$ cat src/rtl/latch_write_sequencer.sv
// latch_write_sequencer: takes words over valid/ready and writes each one
// into a transparent latch bank. The enable pulse has a programmable setup,
// open and hold window and comes straight from a flop.
// Optional build macro: LATCH_READBACK_EN adds a latch readback compare with
// a sticky error flag (ports lat_q, err, err_clr).
module latch_write_sequencer #(
    parameter int WIDTH     = 8,
    parameter int SETUP_CYC = 1,
    parameter int PULSE_CYC = 2,
    parameter int HOLD_CYC  = 1
) (
    input  logic             clk,
    input  logic             rstn,
    input  logic             in_valid,
    output logic             in_ready,
    input  logic [WIDTH-1:0] in_data,
    output logic [WIDTH-1:0] lat_d,
    output logic             lat_en,
    output logic             busy,
    output logic             done
`ifdef LATCH_READBACK_EN
    ,
    input  logic [WIDTH-1:0] lat_q,
    input  logic             err_clr,
    output logic             err
`endif
);

    localparam int MAX_SP = (SETUP_CYC > PULSE_CYC) ? SETUP_CYC : PULSE_CYC;
    localparam int MAX_C  = (MAX_SP > HOLD_CYC) ? MAX_SP : HOLD_CYC;
    localparam int CW     = $clog2(MAX_C + 1);

    localparam logic [CW-1:0] SETUP_LD = CW'(SETUP_CYC - 1);
    localparam logic [CW-1:0] PULSE_LD = CW'(PULSE_CYC - 1);
    localparam logic [CW-1:0] HOLD_LD  = CW'(HOLD_CYC - 1);

    localparam logic [1:0] ST_IDLE  = 2'd0;
    localparam logic [1:0] ST_SETUP = 2'd1;
    localparam logic [1:0] ST_OPEN  = 2'd2;
    localparam logic [1:0] ST_HOLD  = 2'd3;

    logic [1:0]       state_q, state_d;
    logic [CW-1:0]    cnt_q, cnt_d;
    logic [WIDTH-1:0] lat_d_q;
    logic             lat_en_q;
    logic             done_q, done_d;
    logic             accept;

    assign in_ready = (state_q == ST_IDLE);
    assign busy     = (state_q != ST_IDLE);
    assign accept   = in_valid && in_ready;
    assign lat_d    = lat_d_q;
    assign lat_en   = lat_en_q;
    assign done     = done_q;

    // Next-state and window counter: each phase loads its length minus one
    // and advances when the counter reaches zero.
    always_comb begin
        state_d = state_q;
        cnt_d   = cnt_q;
        done_d  = 1'b0;
        case (state_q)
            ST_IDLE: begin
                if (accept) begin
                    state_d = ST_SETUP;
                    cnt_d   = SETUP_LD;
                end
            end
            ST_SETUP: begin
                if (cnt_q == '0) begin
                    state_d = ST_OPEN;
                    cnt_d   = PULSE_LD;
                end else begin
                    cnt_d = cnt_q - CW'(1);
                end
            end
            ST_OPEN: begin
                if (cnt_q == '0) begin
                    state_d = ST_HOLD;
                    cnt_d   = HOLD_LD;
                end else begin
                    cnt_d = cnt_q - CW'(1);
                end
            end
            default: begin
                if (cnt_q == '0) begin
                    state_d = ST_IDLE;
                    done_d  = 1'b1;
                end else begin
                    cnt_d = cnt_q - CW'(1);
                end
            end
        endcase
    end

    // State, counter and done pulse; reset drops everything at once.
    always_ff @(posedge clk or negedge rstn) begin
        if (!rstn) begin
            state_q <= ST_IDLE;
            cnt_q   <= '0;
            done_q  <= 1'b0;
        end else begin
            state_q <= state_d;
            cnt_q   <= cnt_d;
            done_q  <= done_d;
        end
    end

    // Enable is decoded from the next state into a flop so it cannot glitch.
    always_ff @(posedge clk or negedge rstn) begin
        if (!rstn) lat_en_q <= 1'b0;
        else       lat_en_q <= (state_d == ST_OPEN);
    end

    // Data bus only loads on accept and keeps the last word afterwards.
    always_ff @(posedge clk or negedge rstn) begin
        if (!rstn)       lat_d_q <= '0;
        else if (accept) lat_d_q <= in_data;
    end

`ifdef LATCH_READBACK_EN
    logic err_q;
    logic rb_mismatch;

    // First HOLD cycle: enable already closed, the latch must hold lat_d.
    assign rb_mismatch = (state_q == ST_HOLD) && (cnt_q == HOLD_LD) && (lat_q != lat_d_q);
    assign err         = err_q;

    // Sticky error; a new mismatch wins over a simultaneous clear.
    always_ff @(posedge clk or negedge rstn) begin
        if (!rstn)            err_q <= 1'b0;
        else if (rb_mismatch) err_q <= 1'b1;
        else if (err_clr)     err_q <= 1'b0;
    end
`endif

endmodule

$ cat config.mk
export PLATFORM = sky130hd
export DESIGN_NAME = latch_write_sequencer
export DESIGN_NICKNAME = d
export VERILOG_FILES = /design/src/rtl/latch_write_sequencer.sv
export SDC_FILE = /design/constraint.sdc
export NUM_CORES = 1
export LEC_CHECK = 0
export CORE_AREA = 2 2 47 49
export DETAILED_ROUTE_END_ITERATION = 8
export DIE_AREA = 0 0 49 51
export HOLD_SLACK_MARGIN = 0.06
export PLACE_DENSITY_LB_ADDON = 0.2
export SLEW_MARGIN = 15
export SYNTH_ARGS = -nofsm -noshare
export SYNTH_HDL_FRONTEND = slang
export SYNTH_SLANG_ARGS = --single-unit
$ cat constraint.sdc
create_clock -name clk -period 1.7 [get_ports clk]
set_input_delay 0.255 -clock clk [delete_from_list [all_inputs] [get_ports clk]]
set_output_delay 0.255 -clock clk [all_outputs]
set_load 0.01 [all_outputs]
== After elaboration in Yosys (flattened, before gate mapping) ==
Cells that the tools add are included.

* Add/subtract/negate cells: 1
* Multipliers: 0
* Divide/modulo/power cells: 0
* Magnitude comparators: 0
* Eq/ne operators: 5
* Shift-type cells: 0
* Muxes and demuxes: 12
* Bitwise gates (word level): 0
* Reduce and logical (&&, ||, !) cells: 6

{| class="wikitable"
|+ Operators by type and width
! cell !! number
|-
| $mux 2 || 8
|-
| $pmux 2 s3 || 2
|-
| $eq 2x2->1 const B || 2
|-
| $logic_not 2->1 || 2
|-
| $ne 4x2->1 const B || 1
|-
| $reduce_or 3->1 || 1
|-
| $eq 2x1->1 const B || 1
|-
| $mux 1 || 2
|-
| $ne 2x1->1 const B || 1
|-
| $reduce_and 2->1 || 1
|-
| $reduce_bool 2->1 || 1
|-
| $sub 2x1->2 const B || 1
|-
| $logic_and 1x1->1 || 1
|}

* Register bits: 14
* Bits in latches: 0
* RAM bits: 0
* ROM bits: 0
* Input port bits: 11
* Memories: 0

== Depth between registers and ports, before layout ==
Gate-level depths: netlist (run 1).

* Depth after elaboration: 5
* Depth in mapped cells: 6

== Worst setup path after synthesis (run 1) ==
No wires, ideal clock.

* Path type: reg-to-reg
* From: register state_q[0]
* To: register lat_en_q, in the netlist lat_en
* Setup time: 0.120 ns
* Data arrival time: 1.515 ns
* Path slack: 0.065 ns
* Stages on the path, launching flop included: 6
* Period minus slack after synthesis: 1.635 ns
* Cells stage by stage: dfrtp_1 inv_1 ha_1 nor2b_1 or4_1 and3_1

* Longest elaborated chain between the ends: 5
* Elaborated cells on any way between the ends: 10
* Those cells by class: eq/ne: 3; mux: 5; reduce/logical: 2

{| class="wikitable"
|+ Ends and longest elaborated chain
! item !! RTL line !! text
|-
| from (decl) || 42 || <nowiki>logic [1:0] state_q, state_d;</nowiki>
|-
| from (signal assigned) || 103 || <nowiki>state_q <= state_d;</nowiki>
|-
| $logic_not 2->1 (*) || 49 || <nowiki>assign in_ready = (state_q == ST_IDLE);</nowiki>
|-
| net in_ready || 15 || <nowiki>output logic in_ready,</nowiki>
|-
| $logic_and 1x1->1 || 51 || <nowiki>assign accept = in_valid && in_ready;</nowiki>
|-
| $mux 2 || 64 || <nowiki>if (accept) begin</nowiki>
|-
| $pmux 2 s3 (*) || 62 || <nowiki>case (state_q)</nowiki>
|-
| $eq 2x2->1 (*) || 112 || <nowiki>else lat_en_q <= (state_d == ST_OPEN);</nowiki>
|-
| to (signal assigned) || 112 ||
|-
| to (decl) || 45 || <nowiki>logic lat_en_q;</nowiki>
|}

The timed path passes the listed nets; every way through them passes the cells marked *.
A chain may end at the register's enable or synchronous reset.

== Worst setup path after layout (run 1) ==
* From: register state_q[0]
* To: register lat_en_q, in the netlist lat_en

* Longest elaborated chain between the ends: 5
* Elaborated cells on any way between the ends: 10
* Those cells by class: eq/ne: 3; mux: 5; reduce/logical: 2

{| class="wikitable"
|+ Ends and longest elaborated chain
! item !! RTL line
|-
| $logic_not 2->1 || 49, 62
|-
| $logic_and 1x1->1 || 51
|-
| $mux 2 || 64
|-
| $pmux 2 s3 (*) || 62
|-
| $eq 2x2->1 (*) || 112
|}

Mark *: on every way between the ends. The rest lies on a longest branch, timed or not.

==> metrics.txt, run 1 <==
status=complete, no violations; post-DR vias/cell=between 4 and 5; hpwl dp=around 1100 µm; sequential share of the synthesized area=0.461; Worst path top cell family by delay=simple AND/OR/NAND/NOR gates; critical path peak fanout=7; crit start category=flop; crit-path cells=buf_4 > ha_4 > or2_0 > a222oi_1 > and3_1; PortBufs=22; Diodes inserted=0; initial antenna violation count=0; worst setup margin=between 0.09 and 0.1 ns; data required time at the worst endpoint=1.92 ns; Clock Pin Slew Worst Setup and Hold Paths=about 0.080 ns; CTS buffer count=3; slowest stage cell, crit path=dfrtp_1; vias in the first global route=around 550; #FFs+latches synth=14; I/O pin cnt=23; syn_area_per_cell=11.9 µm²; mux contribution to synthesized area=0.146; max incr delay on CP=between 0.4 and 0.5 ns; Total GRT Usage=0.122; ys flop type=dfrtp_1; Power Density=around 1800 nW/µm²; r2r endpoint=lat_en; Post-Synth Simple-Gate Area=0.0905; Clock Path Buffers=2; WS Path Type=reg -> reg; Yosys cell types=22; VDD IR max=942 µV; final hold slack=approximately 0.29 ns; largest net degree at the start of global routing=15; Initial Util=0.369; routed len/inst=between 10 and 15 µm; final net count=117; Compound-Gate Fraction of Synth Area=0.113; die height=51 µm; Least-Margin Pin Slew=~0.35 ns; Rel. slew slack=0.769; Synth Area in XOR/XNOR=0; Crit. End Element=flop; core area=slightly above 2000 µm²; final hold vios=0; die area=2500 µm²; CTS tree=yes; maxcap violations=0; Setup Skew=approximately 0.0043 ns; cell count after synthesis=64; met3 Use GR=0.0526; Die X-Extent=a little under 50 µm; area grow syn2layout=48.0%; share of cells above drive strength 1=0.281; placed cells=117; setup slack at placement=0.0288 ns; num rows=17; worst hold path class=in -> async; max-slew violations=0; Sum Neg Setup Slack=0 ns; Max Fclk=622 MHz; grt met2 use=0.212; # setup viols final=0; leakage=0.000502 µW; met1 Usage GRT=0.149; Post-synth EDFFs=0; main combinational cell family by area after synthesis=adder cells; drt pass-1 iters=4; grt ovf=0; syn nets=84; clock sink count=14; Hold-fix buffers, CTS=0; FFs w/ async S/R, synth=1.00; initial drt markers=8; final core occ=0.546; fillcell total=190; Final period util=0.946; Root Driver=clkbuf_4; fin crit period=about 1.6 ns; Adder-Cell Fraction of Synth Area=0.148; Critical Path AT=between 1.5 and 2 ns; Final Instance Count excl. Fillers=roughly 120; RePlAce Congestion=roughly 0.76; htree depth=1; Detail Route Antenna Nets=0; drt total wl=1440 µm; first-pass GRT wire length=about 2300 µm; flop2flop setup slack=0.09 ns; Vias=~590; Stages on worst setup path=5; worst r2r src=state_q[0]; Worst Path Buf+Inv=1; worst-case reg-to-reg path depth=5; Clk Latency, worst-skew pair=~0.27 ns; post-synthesis instance area=between 700 and 800 µm²; RSZ-0062 raised after global routing=no; busiest grt layer=met2; DR DRC count=0; Yosys warning count=0
per-stage QoR:
stage	power [µW]	area (µm²)
finish	2000	1130
global route	2180	1130
CTS	1970	1100
detailed placement	1680	1040
global placement	1680	1040
floorplan	1210	761
how the worst max path moves through the flow:
stage / startpoint / endpoint / slack, ns
after global placement: state_q[1] / lat_en / 0.07
after CTS: state_q[0] / lat_en / 0.01
after detailed placement: state_q[1] / lat_en / 0.03
after global routing: state_q[0] / lat_en / 0.003
final: state_q[0] / lat_en / 0.09
after floorplan: state_q[0] / lat_en / 0.07
routing by layer:
| layer | up-vias | wire (µm) | share of wire |
|---|---|---|---|
| met5 | - | 0 | 0 |
| met4 | 0 | 0 | 0 |
| met3 | 0 | 48 | 0.033 |
| met2 | 10 | 741 | 0.52 |
| met1 | 289 | 647 | 0.45 |
| li1 | 289 | - | - |
power by group:
part | internal, µW | total (µW) | switching (µW)
Clock | 130 | 230 | 99.5
Sequential | 486 | 561 | 75.0
Combinational | 688 | 1210 | 519
Total | 1300 | 2000 | 693
synth_stat cells, types with 2 or more instances:
| library cell | number | share of area |
|---|---|---|
| nand2_1 | 2 | 0.0099 |
| inv_1 | 7 | 0.035 |
| ha_1 | 9 | 0.15 |
| dfrtp_1 | 14 | 0.46 |
| a21oi_1 | 2 | 0.013 |
| nor2b_1 | 3 | 0.025 |
| a22o_2 | 2 | 0.026 |
| mux2_2 | 9 | 0.13 |
| and2_1 | 2 | 0.016 |
| or2_0 | 2 | 0.016 |
cells in the final DEF (no fill, tap or decap), drive strengths merged, types with 2 or more instances in the layout:
master / n
buf: 7
or2: 2
nor2b: 3
clkbuf: 4
nand2: 2
dlygate4sd2: 2
clkdlybuf4s50: 20
and2: 2
inv: 7
a21oi: 2
dfrtp: 14
ha: 9
mux2: 9
a22o: 2
logic make-up (layout without fill, tap and decap cells):
family / Yosys count / in the layout
AO/OA/AOI/OAI: 11 / 11
adder cells (fa/ha/maj): 9 / 9
buffers and inverters: 8 / 40
flip-flops: 14 / 14
multiplexers: 10 / 10
AND/OR/NAND/NOR: 12 / 12
repair_timing:
| item | CTS | global route |
|---|---|---|
| pin swaps | 1 | 3 |
| setup endpoints to repair | 2 | 4 |
| gates resized for setup | 6 | 4 |
| buffers inserted | 2 | 1 |
flip-flops by register name (all words and copies together), names as in the netlist:
signal and flops:
state_q 2, cnt_q 2, done 1, lat_d 8, lat_en 1
worst register-to-register path: stages (launching register included):
cell,delay [ns]
dfrtp_1,0.41
buf_4,0.16
ha_4,0.18
or2_0,0.23
a222oi_1,0.37
and3_1,0.20
final cells by class:
type                       instances  area, µm²  area share
timing repair buffer              29        270       0.240
clock buffer                       4       36.3      0.0322
tap                               28       35.0      0.0311
inverter                           7       26.3      0.0233
multi-input combinational         42        408       0.362
sequential                        14        350       0.311
Note: power is estimated with default switching activity, not from simulation.
==> run 2, diff against run 1 <==
--- a/config.mk
+++ b/config.mk
@@ -10,4 +10,5 @@
 export DIE_AREA = 0 0 49 51
 export HOLD_SLACK_MARGIN = 0.06
+export MAX_ROUTING_LAYER = met4
 export PLACE_DENSITY_LB_ADDON = 0.2
 export SLEW_MARGIN = 15
==> constraint.sdc (replaced) <==
create_clock -name clk -period 1.7 [get_ports clk]
set_input_delay 0.17 -clock clk [delete_from_list [all_inputs] [get_ports clk]]
set_output_delay 0.17 -clock clk [all_outputs]
set_load 0.01 [all_outputs]
==> run 2 against run 1 <==
  * Clock power about the same
  * Global-route usage up 1.0 points
  * Sequential share of layout area up 0.97 points
  * Clock skew down 0.0013 ns
  * Count of clock-buffer cells in the layout unchanged
  * Setup slack worse by 0.0033 ns
  * First-iteration DRC count up 13%
  * Final cell count down 3.2%
  * Routed wire length down 1.3%
  * Critical path depth down 1
  * Critical path type unchanged
  * Critical endpoint is now state_q[1]
  * Largest power group unchanged
==> metrics.txt, run 2 (synthesized netlist as in run 1, its figures left out) <==
Detail Route Antenna Nets=0; final hold slack=0.264 ns; critical path peak fanout=5; vias in the first global route=~530; # setup viols final=0; RSZ-0062 raised after global routing=no; Initial Util=0.369; routed len/inst=11.8 µm; clock power share=0.118; Vias=between 500 and 600; leakage=0.000481 µW; VDD IR max=about 870 µV; Sum Neg Setup Slack=0 ns; final net count=113; core area=2060 µm²; fin crit period=approximately 1.6 ns; WS Path Type=reg -> reg; hpwl dp=about 1100 µm; power consumption=just under 2000 µW; Clock Pin Slew Worst Setup and Hold Paths=around 0.08 ns; initial antenna violation count=0; fillcell total=just under 200; max reg flops=8; Setup Skew=~0.0029 ns; Crit. End Element=flop; Diodes inserted=0; Logic pwr share=0.582; status=complete, no violations; Final period util=0.948; maxcap violations=0; Max Fclk=between 600 and 700 MHz; final core occ=0.531; data required time at the worst endpoint=~1.9 ns; largest net degree at the start of global routing=15; commonest non-fill, non-tap cells in the layout=clkdlybuf4s50_1 (20), dfrtp_1 (13), mux2_2 (9); slowest stage cell, crit path=or4_1; RePlAce Congestion=0.830; Die X-Extent=around 49 µm; post-DR vias/cell=4.75; die height=51 µm; Least-Margin Pin Slew=0.584 ns; PortBufs=22; DR DRC count=0; die area=roughly 2500 µm²; max incr delay on CP=a little under 0.5 ns; num rows=17; clock sink count=14; Seq pwr share=0.301; switching power total=between 600 and 700 µW; worst hold path class=in -> async; first-pass GRT wire length=2390 µm; area grow syn2layout=44.1%; CTS tree=yes; Critical Path AT=around 1.8 ns; initial drt markers=9; Clk Latency, worst-skew pair=approximately 0.27 ns; drt total wl=1420 µm; Sw Ratio=0.350; max-slew violations=0; share of cells above drive strength 1=0.261; I/O pin cnt=23; Root Driver=clkbuf_4; Power Density=about 1800 nW/µm²; htree depth=1; Clock Path Buffers=2; final hold vios=0; commonest non-fill, non-tap cell in the layout=clkdlybuf4s50_1; Rel. slew slack=0.609; grt ovf=0; Total GRT Usage=0.132; crit-path cells=buf_4 > ha_1 > or4_1 > and2_1; CTS buffer count=3; Worst Path Buf+Inv=1; crit start category=flop; Worst path top cell family by delay=simple AND/OR/NAND/NOR gates; drt pass-1 iters=4; Pint=1260 µW
run 2: changes by cell type in the layout (fill, tap and decap cells not counted), sizes merged:
cell  before  now
buf        7    3
run 2: repair_timing:
item,4_1_cts,5_1_grt
resized for setup,7,3
hold buffers,0,0
setup buffers,0,1
endpoints found under the setup margin,3,1
pin swaps,1,2
run 2: area by class of cell:
type | instances | area (µm²) | area share
repair buffers | 25 | 240 | 0.219
flip-flops and latches | 14 | 352 | 0.321
inverters | 7 | 26.3 | 0.0240
multi-input cells | 42 | 407 | 0.371
well taps | 28 | 35.0 | 0.0320
clock buffers | 4 | 36.3 | 0.0331
run 2: through the flow:
stage | cells | cell area (µm²) | setup slack, ns
CTS | 119 | 1070 | 0.0248
detailed placement | 115 | 1030 | 0.00618
finish | 120 | 1100 | 0.0892
global placement | 115 | 1030 | 0.00308
floorplan | 64 | 761 | 0.0650
global route | 120 | 1100 | 0.00198
run 2: worst register-to-register path: cells and delay by family (launching register included):
family	cells	cell delay, ns
fa+ha+maj	1	0.25
buf+inv	1	0.17
flops	1	0.43
simple gates	2	0.66
run 2: metal layers:
metal  track usage  wire length (µm)  vias to the layer above
met2         0.210               715                       10
li1              -                 -                      283
met3        0.0468                51                        2
met1         0.157               641                      275
met4        0.0429                11                        0
met5             -                 0                        -
run 2: final timing paths:
check | from | end | slack, ns | depth (start not counted)
max | state_q[0] | state_q[1] | 0.09 | 4
max in group asynchronous | rstn | state_q[1] | 1.02 | 1
min | rstn | state_q[0] | 0.26 | 1
max reg2reg | state_q[0] | state_q[1] | 0.09 | 4
min in group clk | in_data[1] | lat_d[1] | 0.50 | 2
min reg2reg | lat_d[5] | lat_d[5] | 0.51 | 1
run 2: power by group through the flow:
stage               logic [µW]  registers (µW)  clock network [µW]
detailed placement        1090             580                   0
finish                    1130             584                 229
global route              1250             609                 265
global placement          1080             578                   0
floorplan                  582             631                   0
CTS                       1110             577                 238
==> run 3, diff against run 2 <==
SKIP_CTS_REPAIR_TIMING = 1   (was unset)
==> run 3 against run 2 <==
  * Design area up 5.0%
  * Core utilization rose by 2.7 points
  * Count of clock-buffer cells in the layout stayed put
  * Clock skew down 0.00085 ns
  * Sequential cell count stayed put
  * Sequential power shrank 0.9%
  * Critical endpoint is now lat_en
  * Largest power group unchanged
==> metrics.txt, run 3 (synthesized netlist as in run 1, its figures left out) <==
status=complete, no violations; Diodes inserted=0; share of cells above drive strength 1=0.292; initial antenna violation count=0; area grow syn2layout=51.3%; clock sink count=14; Final period util=0.957; Critical Path Source=state_q[0]; RePlAce Congestion=between 0.8 and 0.9; Crit. End Element=flop; fillcell total=~190; data required time at the worst endpoint=about 1.9 ns; Die X-Extent=approximately 50 µm; core area=approximately 2100 µm²; grt ovf=0; Least-Margin Pin Slew=between 0.5 and 0.6 ns; crit start category=flop; leakage=roughly 0.00052 µW; commonest non-fill, non-tap cells in the layout=clkdlybuf4s50_1 (20), dfrtp_1 (13), mux2_2 (9); Placed Area=between 1000 and 1500 µm²; Power Density=between 1500 and 2000 nW/µm²; initial drt markers=8; Final Instance Count excl. Fillers=~120; die height=just over 50 µm; final net count=around 120; Clk Latency, worst-skew pair=0.27 ns; drt total wl=between 1000 and 1500 µm; Setup Skew=between 0.002 and 0.0025 ns; max reg flops=8; drt pass-1 iters=4; Vias=591; Clock Path Buffers=2; Max Fclk=just over 600 MHz; fin crit period=1.63 ns; routed len/inst=11.8 µm; post-DR vias/cell=around 4.8; I/O pin cnt=23; VDD IR max=923 µV; PortBufs=22; max-slew violations=0; Initial Util=0.369; CTS buffer count=3; # setup viols final=0; worst hold path class=in -> async; critical path peak fanout=7; htree depth=1; hpwl dp=approximately 1100 µm; commonest non-fill, non-tap cell in the layout=clkdlybuf4s50_1; worst r2r src=state_q[0]; first-pass GRT wire length=about 2300 µm; Root Driver=clkbuf_4; post-route cell area=1150 µm²; final hold vios=0; CTS tree=yes; maxcap violations=0; vias in the first global route=529; largest net degree at the start of global routing=15; DR DRC count=0; Total GRT Usage=0.128; die area=2500 µm²; WS Path Type=reg -> reg; final core occ=0.558; Detail Route Antenna Nets=0; Clock Pin Slew Worst Setup and Hold Paths=0.08 ns; num rows=17; Rel. slew slack=0.599; placed cells=~120; Critical Path AT=between 1.5 and 2 ns
[run 3: layout make-up]
type | instances | area, µm² | area share
well taps | 28 | 35.0 | 0.0304
flip-flops and latches | 14 | 352 | 0.305
multi-input cells | 42 | 417 | 0.362
inverters | 7 | 26.3 | 0.0228
repair buffers | 29 | 285 | 0.248
clock buffers | 4 | 36.3 | 0.0315
[run 3: critical path, cell delays in order, from the launching register on]
cell	delay (ns)
dfrtp_2	0.44
buf_4	0.15
ha_4	0.17
or2_0	0.20
a222oi_1	0.40
and3_1	0.21
[run 3: per-layer routing]
metal  GRT usage  routed length (µm)  vias to the layer above
met1       0.155                 665                      283
met2       0.199                 712                       18
met4      0.0429                  11                        0
li1            -                   -                      288
met5           -                   0                        -
met3      0.0468                  68                        2
[run 3: worst paths after layout]
| path | to | slack, ns | cells past startpoint |
|---|---|---|---|
| setup / recovery | lat_en | 0.07 | 5 |
| hold / removal | done | 0.27 | 1 |
| setup reg to reg | lat_en | 0.07 | 5 |
| hold reg to reg | lat_d[5] | 0.51 | 1 |
| max in group asynchronous | state_q[0] | 1.01 | 1 |
| min in group clk | lat_d[1] | 0.50 | 2 |
[run 3: per-stage QoR]
stage	hold slack (ns)	TNS, ns	power (µW)	setup WS [ns]
after floorplan	-0.126	0	1210	0.0650
after global placement	0.487	0	1660	0.00308
final	0.272	0	2050	0.0725
after detailed placement	0.492	0	1670	0.00618
after global routing	0.307	-0.0156	2230	-0.0156
after CTS	0.285	-0.301	1900	-0.144
[run 3: where the power goes]
group	switching, µW	internal (µW)
logic	517	724
clock network	98.9	130
registers	90.6	489
total	706	1340
